[src/rtl/lsu_mem_ctrl.sv]
// lsu_mem_ctrl: load/store access sequencer between the execute-stage LSU
// and the data-memory port. It takes one request per transaction and issues
// word-aligned memory accesses with byte enables and lane-shifted store data.
// Word-crossing accesses are split into two memory transactions, and the
// load data from both is merged and then sign/zero-extended.
//
// Ports
//   clk, rst            clock (rising edge), asynchronous active-high reset
//   lsu_valid/ready     request handshake; lsu_ready = FSM idle
//   lsu_we/size/unsigned/addr/wdata   request fields (wdata right-justified)
//   lsu_done/err/rdata  one-cycle completion pulse with status and load data
//   mem_req/gnt         memory request, held until granted
//   mem_addr/we/be/wdata  word-aligned access, lane-aligned store data
//   mem_rvalid/rdata/err  in-order response, one per grant
//
// state | meaning
// IDLE  | ready for a request; also the cycle lsu_done is pulsed
// REQ0  | first (or only) access requested, waiting for mem_gnt
// WAIT0 | first access granted, waiting for mem_rvalid
// REQ1  | upper word of a crossing access requested
// WAIT1 | upper word granted, waiting for mem_rvalid
module lsu_mem_ctrl #(
  parameter bit          ALLOW_MISALIGNED = 1'b1,
  parameter int unsigned TIMEOUT          = 255
) (
  input  logic        clk,
  input  logic        rst,
  input  logic        lsu_valid,
  output logic        lsu_ready,
  input  logic        lsu_we,
  input  logic [1:0]  lsu_size,
  input  logic        lsu_unsigned,
  input  logic [31:0] lsu_addr,
  input  logic [31:0] lsu_wdata,
  output logic        lsu_done,
  output logic        lsu_err,
  output logic [31:0] lsu_rdata,
  output logic        mem_req,
  input  logic        mem_gnt,
  output logic [31:0] mem_addr,
  output logic        mem_we,
  output logic [3:0]  mem_be,
  output logic [31:0] mem_wdata,
  input  logic        mem_rvalid,
  input  logic [31:0] mem_rdata,
  input  logic        mem_err
);

  typedef enum logic [2:0] {IDLE, REQ0, WAIT0, REQ1, WAIT1} state_t;

  localparam int TW = (TIMEOUT > 1) ? $clog2(TIMEOUT + 1) : 1;
  // Loaded at grant; expiry fires while the counter reads 1, so the error
  // pulse lands exactly TIMEOUT cycles after the grant.
  localparam logic [TW-1:0] TIMER_LOAD = TW'(TIMEOUT - 1);

  function automatic logic [3:0] size_mask(input logic [1:0] size);
    case (size)
      2'b00:   return 4'h1;
      2'b01:   return 4'h3;
      default: return 4'hF;
    endcase
  endfunction

  function automatic logic is_crossing(input logic [1:0] size, input logic [1:0] off);
    return ((size == 2'b01) && (off == 2'b11)) || ((size == 2'b10) && (off != 2'b00));
  endfunction

  function automatic logic [31:0] extend_load(input logic [31:0] raw, input logic [1:0] size,
                                               input logic uns);
    logic [31:0] res;
    case (size)
      2'b00:   res = {{24{raw[7] & ~uns}}, raw[7:0]};
      2'b01:   res = {{16{raw[15] & ~uns}}, raw[15:0]};
      default: res = raw;
    endcase
    return res;
  endfunction

  state_t      state_q, state_d;
  logic        we_q, we_d, uns_q, uns_d;
  logic [1:0]  size_q, size_d;
  logic [31:0] addr_q, addr_d, wdata_q, wdata_d, rdata0_q, rdata0_d;
  logic [TW-1:0] timer_q, timer_d;

  logic        mem_req_d, mem_we_d, lsu_done_d, lsu_err_d;
  logic [31:0] mem_addr_d, mem_wdata_d, lsu_rdata_d;
  logic [3:0]  mem_be_d;

  // First access lanes come straight from the request; the second access
  // is built later from the latched copy.
  logic [3:0]  in_be;
  logic [31:0] in_wdata;
  assign in_be    = size_mask(lsu_size) << lsu_addr[1:0];
  assign in_wdata = lsu_wdata << {lsu_addr[1:0], 3'b000};

  logic        cross_q;
  logic [3:0]  be_hi;
  logic [31:0] wdata_hi;
  assign cross_q  = is_crossing(size_q, addr_q[1:0]);
  assign be_hi    = 4'(({4'b0000, size_mask(size_q)} << addr_q[1:0]) >> 4);
  assign wdata_hi = wdata_q >> {3'd4 - {1'b0, addr_q[1:0]}, 3'b000};

  // Lower word is the first response; for single accesses the upper half is 0.
  logic [63:0] merge_src;
  logic [31:0] merged, load_ext;
  assign merge_src = (state_q == WAIT1) ? {mem_rdata, rdata0_q} : {32'h0, mem_rdata};
  assign merged    = 32'(merge_src >> {addr_q[1:0], 3'b000});
  assign load_ext  = extend_load(merged, size_q, uns_q);

  assign lsu_ready = (state_q == IDLE);

  always_comb begin
    state_d     = state_q;
    we_d        = we_q;
    uns_d       = uns_q;
    size_d      = size_q;
    addr_d      = addr_q;
    wdata_d     = wdata_q;
    rdata0_d    = rdata0_q;
    timer_d     = timer_q;
    mem_req_d   = mem_req;
    mem_addr_d  = mem_addr;
    mem_we_d    = mem_we;
    mem_be_d    = mem_be;
    mem_wdata_d = mem_wdata;
    lsu_done_d  = 1'b0;
    lsu_err_d   = lsu_err;
    lsu_rdata_d = lsu_rdata;
    case (state_q)
      IDLE: begin
        if (lsu_valid) begin
          we_d    = lsu_we;
          uns_d   = lsu_unsigned;
          size_d  = lsu_size;
          addr_d  = lsu_addr;
          wdata_d = lsu_wdata;
          if ((lsu_size == 2'b11) ||
              (!ALLOW_MISALIGNED && is_crossing(lsu_size, lsu_addr[1:0]))) begin
            lsu_done_d  = 1'b1;
            lsu_err_d   = 1'b1;
            lsu_rdata_d = 32'h0;
          end else begin
            state_d     = REQ0;
            mem_req_d   = 1'b1;
            mem_addr_d  = {lsu_addr[31:2], 2'b00};
            mem_we_d    = lsu_we;
            mem_be_d    = in_be;
            mem_wdata_d = in_wdata;
          end
        end
      end
      REQ0, REQ1: begin
        if (mem_gnt) begin
          mem_req_d = 1'b0;
          timer_d   = TIMER_LOAD;
          state_d   = (state_q == REQ0) ? WAIT0 : WAIT1;
        end
      end
      WAIT0, WAIT1: begin
        if (mem_rvalid) begin
          if (mem_err) begin
            state_d     = IDLE;
            lsu_done_d  = 1'b1;
            lsu_err_d   = 1'b1;
            lsu_rdata_d = 32'h0;
          end else if ((state_q == WAIT0) && cross_q) begin
            state_d     = REQ1;
            rdata0_d    = mem_rdata;
            mem_req_d   = 1'b1;
            mem_addr_d  = {addr_q[31:2], 2'b00} + 32'd4;
            mem_be_d    = be_hi;
            mem_wdata_d = wdata_hi;
          end else begin
            state_d     = IDLE;
            lsu_done_d  = 1'b1;
            lsu_err_d   = 1'b0;
            lsu_rdata_d = we_q ? 32'h0 : load_ext;
          end
        end else if ((TIMEOUT != 0) && (timer_q <= TW'(1))) begin
          state_d     = IDLE;
          lsu_done_d  = 1'b1;
          lsu_err_d   = 1'b1;
          lsu_rdata_d = 32'h0;
        end else begin
          timer_d = timer_q - TW'(1);
        end
      end
      default: state_d = IDLE;
    endcase
  end

  always_ff @(posedge clk or posedge rst) begin
    if (rst) begin
      state_q   <= IDLE;
      we_q      <= 1'b0;
      uns_q     <= 1'b0;
      size_q    <= 2'b00;
      addr_q    <= 32'h0;
      wdata_q   <= 32'h0;
      rdata0_q  <= 32'h0;
      timer_q   <= '0;
      mem_req   <= 1'b0;
      mem_addr  <= 32'h0;
      mem_we    <= 1'b0;
      mem_be    <= 4'h0;
      mem_wdata <= 32'h0;
      lsu_done  <= 1'b0;
      lsu_err   <= 1'b0;
      lsu_rdata <= 32'h0;
    end else begin
      state_q   <= state_d;
      we_q      <= we_d;
      uns_q     <= uns_d;
      size_q    <= size_d;
      addr_q    <= addr_d;
      wdata_q   <= wdata_d;
      rdata0_q  <= rdata0_d;
      timer_q   <= timer_d;
      mem_req   <= mem_req_d;
      mem_addr  <= mem_addr_d;
      mem_we    <= mem_we_d;
      mem_be    <= mem_be_d;
      mem_wdata <= mem_wdata_d;
      lsu_done  <= lsu_done_d;
      lsu_err   <= lsu_err_d;
      lsu_rdata <= lsu_rdata_d;
    end
  end

endmodule

[config.mk]
export PLATFORM = sky130hd
export DESIGN_NAME = lsu_mem_ctrl
export DESIGN_NICKNAME = d
export VERILOG_FILES = /design/src/rtl/lsu_mem_ctrl.sv
export SDC_FILE = /design/constraint.sdc
export NUM_CORES = 1
export LEC_CHECK = 0
export CAP_MARGIN = 15
export CELL_PAD_IN_SITES_DETAIL_PLACEMENT = 0
export CELL_PAD_IN_SITES_GLOBAL_PLACEMENT = 1
export CORE_MARGIN = 1
export CORE_UTILIZATION = 41
export CTS_BUF_LIST = sky130_fd_sc_hd__clkbuf_4 sky130_fd_sc_hd__clkbuf_8 sky130_fd_sc_hd__clkbuf_16
export DETAILED_ROUTE_END_ITERATION = 6
export GPL_TIMING_DRIVEN = 0
export PLACE_DENSITY = 0.83
export SLEW_MARGIN = 20
export SYNTH_ARGS = -nofsm -noshare
export SYNTH_HDL_FRONTEND = slang
export SYNTH_SLANG_ARGS = --single-unit
[constraint.sdc]
create_clock -name clk -period 8.5 [get_ports clk]
set_input_delay 1.7 -clock clk [delete_from_list [all_inputs] [get_ports clk]]
set_output_delay 1.7 -clock clk [all_outputs]
set_load 0.01 [all_outputs]
==> results.tsv <==
metric	value	unit
Tightest Pin Transition	1.13	ns
Levels on crit path	13	
CTS Root Cell	clkbuf_16	
initial core utilization	42.3	%
CP Launch Type	register	
ys async rst share	100	%
crit path launch	addr_q[0]	
most common cell after layout, fill and taps aside	dfrtp_1	
grt ovf	0	
Unique masters post-synth	61	
slew margin rel.	24.5	%
RR Startpoint	addr_q[0]	
fin worst setup slack	3.59	ns
Place WS	3.69	ns
worst vdd ir	206	µV
H-tree depth	1	
predominant post-synthesis flop cell	dfrtp_1	
PortBufs	208	
largest net degree at the start of global routing	99	
Max Cap Viol	0	
period utilization	57.8	%
share of cells above drive strength 1	15.2	%
sequential area share after synthesis	46.3	%
worst min path class	reg2reg	
crit-path max cell delay	0.68	ns
Area growth syn-to-layout	30.5	%
Yosys reg bits	213	
Setup crit end kind	register	
crit path capture	mem_addr[20]	
FF-to-FF End	mem_addr[20]	
Tmin final	4.91	ns
Core ar.	27300	µm²
Crit path max-delay family	buffers and inverters	
die height	170	µm
NumNets Final	1439	
Finished Layout Cells	1719	
final WL	38.5	mm
Worst EP required	8.87	ns
synthesized area	11500	µm²
worst-case clock buffer depth	3	
final routed DRC violation total	0	
post-route ant nets	0	
Crit path buffers/inverters	7	
antenna violations before repair	2	
placed wire-length estimate	27.7	mm
Clock Skews	0.0129	ns
FF-to-FF setup slack	3.59	ns
Num CTS Buffers	25	
drt pass-1 iters	5	
Crit Path Max Fanout	10	
dpl cells	1673	
leakage	0.00620	µW
Most Frequent Cell on Critical Path	clkbuf_1	
Mapped Avg Cell Area	10.6	µm²
CTS tree	done	
die area	28800	µm²
Hold Buf Count CTS	0	
cell count after synthesis	1089	
number of cell rows	60	
cts repair resizes	0	
CP Data Arrival Time	5.29	ns
Clock Pin Slew Worst Setup and Hold Paths	0.07	ns
Final Wtd Congestion	0.895	
clock net sink count	213	
crit path kind	reg2reg	
final setup violating endpoints	0	
first-pass GRT wire length	58.8	mm
Post-CTS Setup Repair Bufs	0	
final hold violations	0	
status	finished clean	
Die X-Extent	170	µm
worst r2r path cells	13	
CP max-delay cell	clkbuf_1	
Hold WS	0.479	ns
cell area power density	379	nW/µm²
Clock Latency Late Sink	0.53	ns
Slew Limit Fails	0	
RSZ-0062 raised after global routing	false	
Yosys warnings	0	
via/cell ratio	5.81	
num ports	211	
vias	9982	
DR WL/cell	22.4	µm
most frequent cells in the layout	dfrtp_1, clkdlybuf4s50_1, mux2_2	
number of synthesized flops with an enable pin	0	
vias in the first global route	9836	
sequence of cells on the critical path	clkbuf_1 -> clkbuf_1 -> clkinv_1 -> buf_1 -> ha_1 -> nor3b_1 -> o211ai_1 -> and2_1 -> clkbuf_1 -> clkbuf_1 -> clkbuf_1 -> nand2_1 -> o211ai_1	
fmax	0.204	GHz
Fillers	2427	
Initial DRC Count	1010	
GRT Util Overall	26.9	%
Final TNS setup	0	ns
## cells by family (layout without fill, tap and decap cells)
logic type               Yosys count  after routing  share of synthesized area (%)
buffers and inverters             93            348                           3.22
multiplexers                     213            213                           21.6
other                              1              4                         0.0326
flip-flops                       213            213                           46.3
AO/OA/AOI/OAI                    229            229                           14.0
XOR/XNOR                          30             30                           2.28
adder cells (fa/ha/maj)            5              5                          0.543
AND/OR/NAND/NOR                  305            305                           12.0
## Yosys cell counts (4+ instances only)
| cell | n | area [µm²] |
|---|---|---|
| xnor2_1 | 10 | 87.6 |
| o221a_2 | 7 | 78.8 |
| a21oi_1 | 21 | 105 |
| or3_1 | 6 | 37.5 |
| nand2_1 | 104 | 390 |
| nor2_1 | 88 | 330 |
| a31oi_1 | 4 | 25.0 |
| nand4_1 | 9 | 56.3 |
| o21a_1 | 9 | 67.6 |
| o2bb2ai_1 | 24 | 210 |
| nor4_1 | 4 | 25.0 |
| mux4_2 | 17 | 383 |
| clkbuf_1 | 62 | 233 |
| nand3_1 | 43 | 215 |
| nand2b_1 | 4 | 25.0 |
| buf_1 | 11 | 41.3 |
| nor3_1 | 17 | 85.1 |
| o211ai_1 | 23 | 173 |
| o21ai_1 | 4 | 20.0 |
| inv_1 | 10 | 37.5 |
| ha_1 | 5 | 62.6 |
| dfrtp_1 | 213 | 5330 |
| xor2_1 | 20 | 175 |
| nor3b_1 | 5 | 37.5 |
| a22o_1 | 8 | 70.1 |
| a221oi_1 | 32 | 280 |
| and2_1 | 5 | 31.3 |
| mux2_2 | 113 | 1270 |
| mux2i_1 | 83 | 831 |
| buf_2 | 5 | 25.0 |
| o21ai_0 | 75 | 375 |
## per-stage QoR
stage          util (%)  total power (µW)  instance area (µm²)
3_3_place_gp       51.6              4500                14100
4_1_cts            55.1              5700                15000
5_1_grt            55.1              6040                15000
3_5_place_dp       51.9              4550                14100
2_1_floorplan         -              3400                11500
6_report           55.1              5700                15000
## metal layers
metal / GRT usage (%) / wire (µm) / part of all wire (%)
met1: 36.6 / 16400 / 43
met2: 43.1 / 17900 / 47
met3: 4.22 / 2780 / 7.2
met4: 9.75 / 1330 / 3.5
met5: 0 / 0 / 0
## layout make-up
cell class	count	area (µm²)	area share [%]
multi-input cells	784	5840	38.9
flip-flops and latches	213	5330	35.5
repair buffers	211	2140	14.3
clock buffers	33	717	4.77
well taps	372	465	3.10
plain buffers	81	325	2.17
clock inverters	11	149	0.991
inverters	12	52.6	0.350
diodes	2	5.00	0.0333
## how the worst min path moves through the flow
stage                 start      endpoint  cells after the start
4_1_cts         mem_addr[8]   mem_addr[8]                      2
3_3_place_gp      mem_be[3]     mem_be[3]                      2
6_report        mem_addr[8]   mem_addr[8]                      2
2_1_floorplan          we_q          we_q                      1
5_1_grt        lsu_rdata[2]  lsu_rdata[2]                      1
3_5_place_dp      mem_be[3]     mem_be[3]                      2
## sequential cells by signal, indices dropped and copies added, names as in the netlist, 2 cells and up
register   cells
size_q         2
lsu_rdata     32
mem_wdata     32
mem_be         4
timer_q        8
mem_addr      30
wdata_q       32
state_q        3
rdata0_q      32
addr_q        32
## power by group
part / internal [µW] / switching (µW) / total [µW]
Clock: 685 / 443 / 1130
Sequential: 1490 / 363 / 1860
Combinational: 1270 / 1440 / 2720
## worst min-delay path: stages (launching register included)
cell and delay (ns):
dfrtp_1 0.34, nand2_1 0.04, o21ai_0 0.06
(Power assumes the default switching activity.)
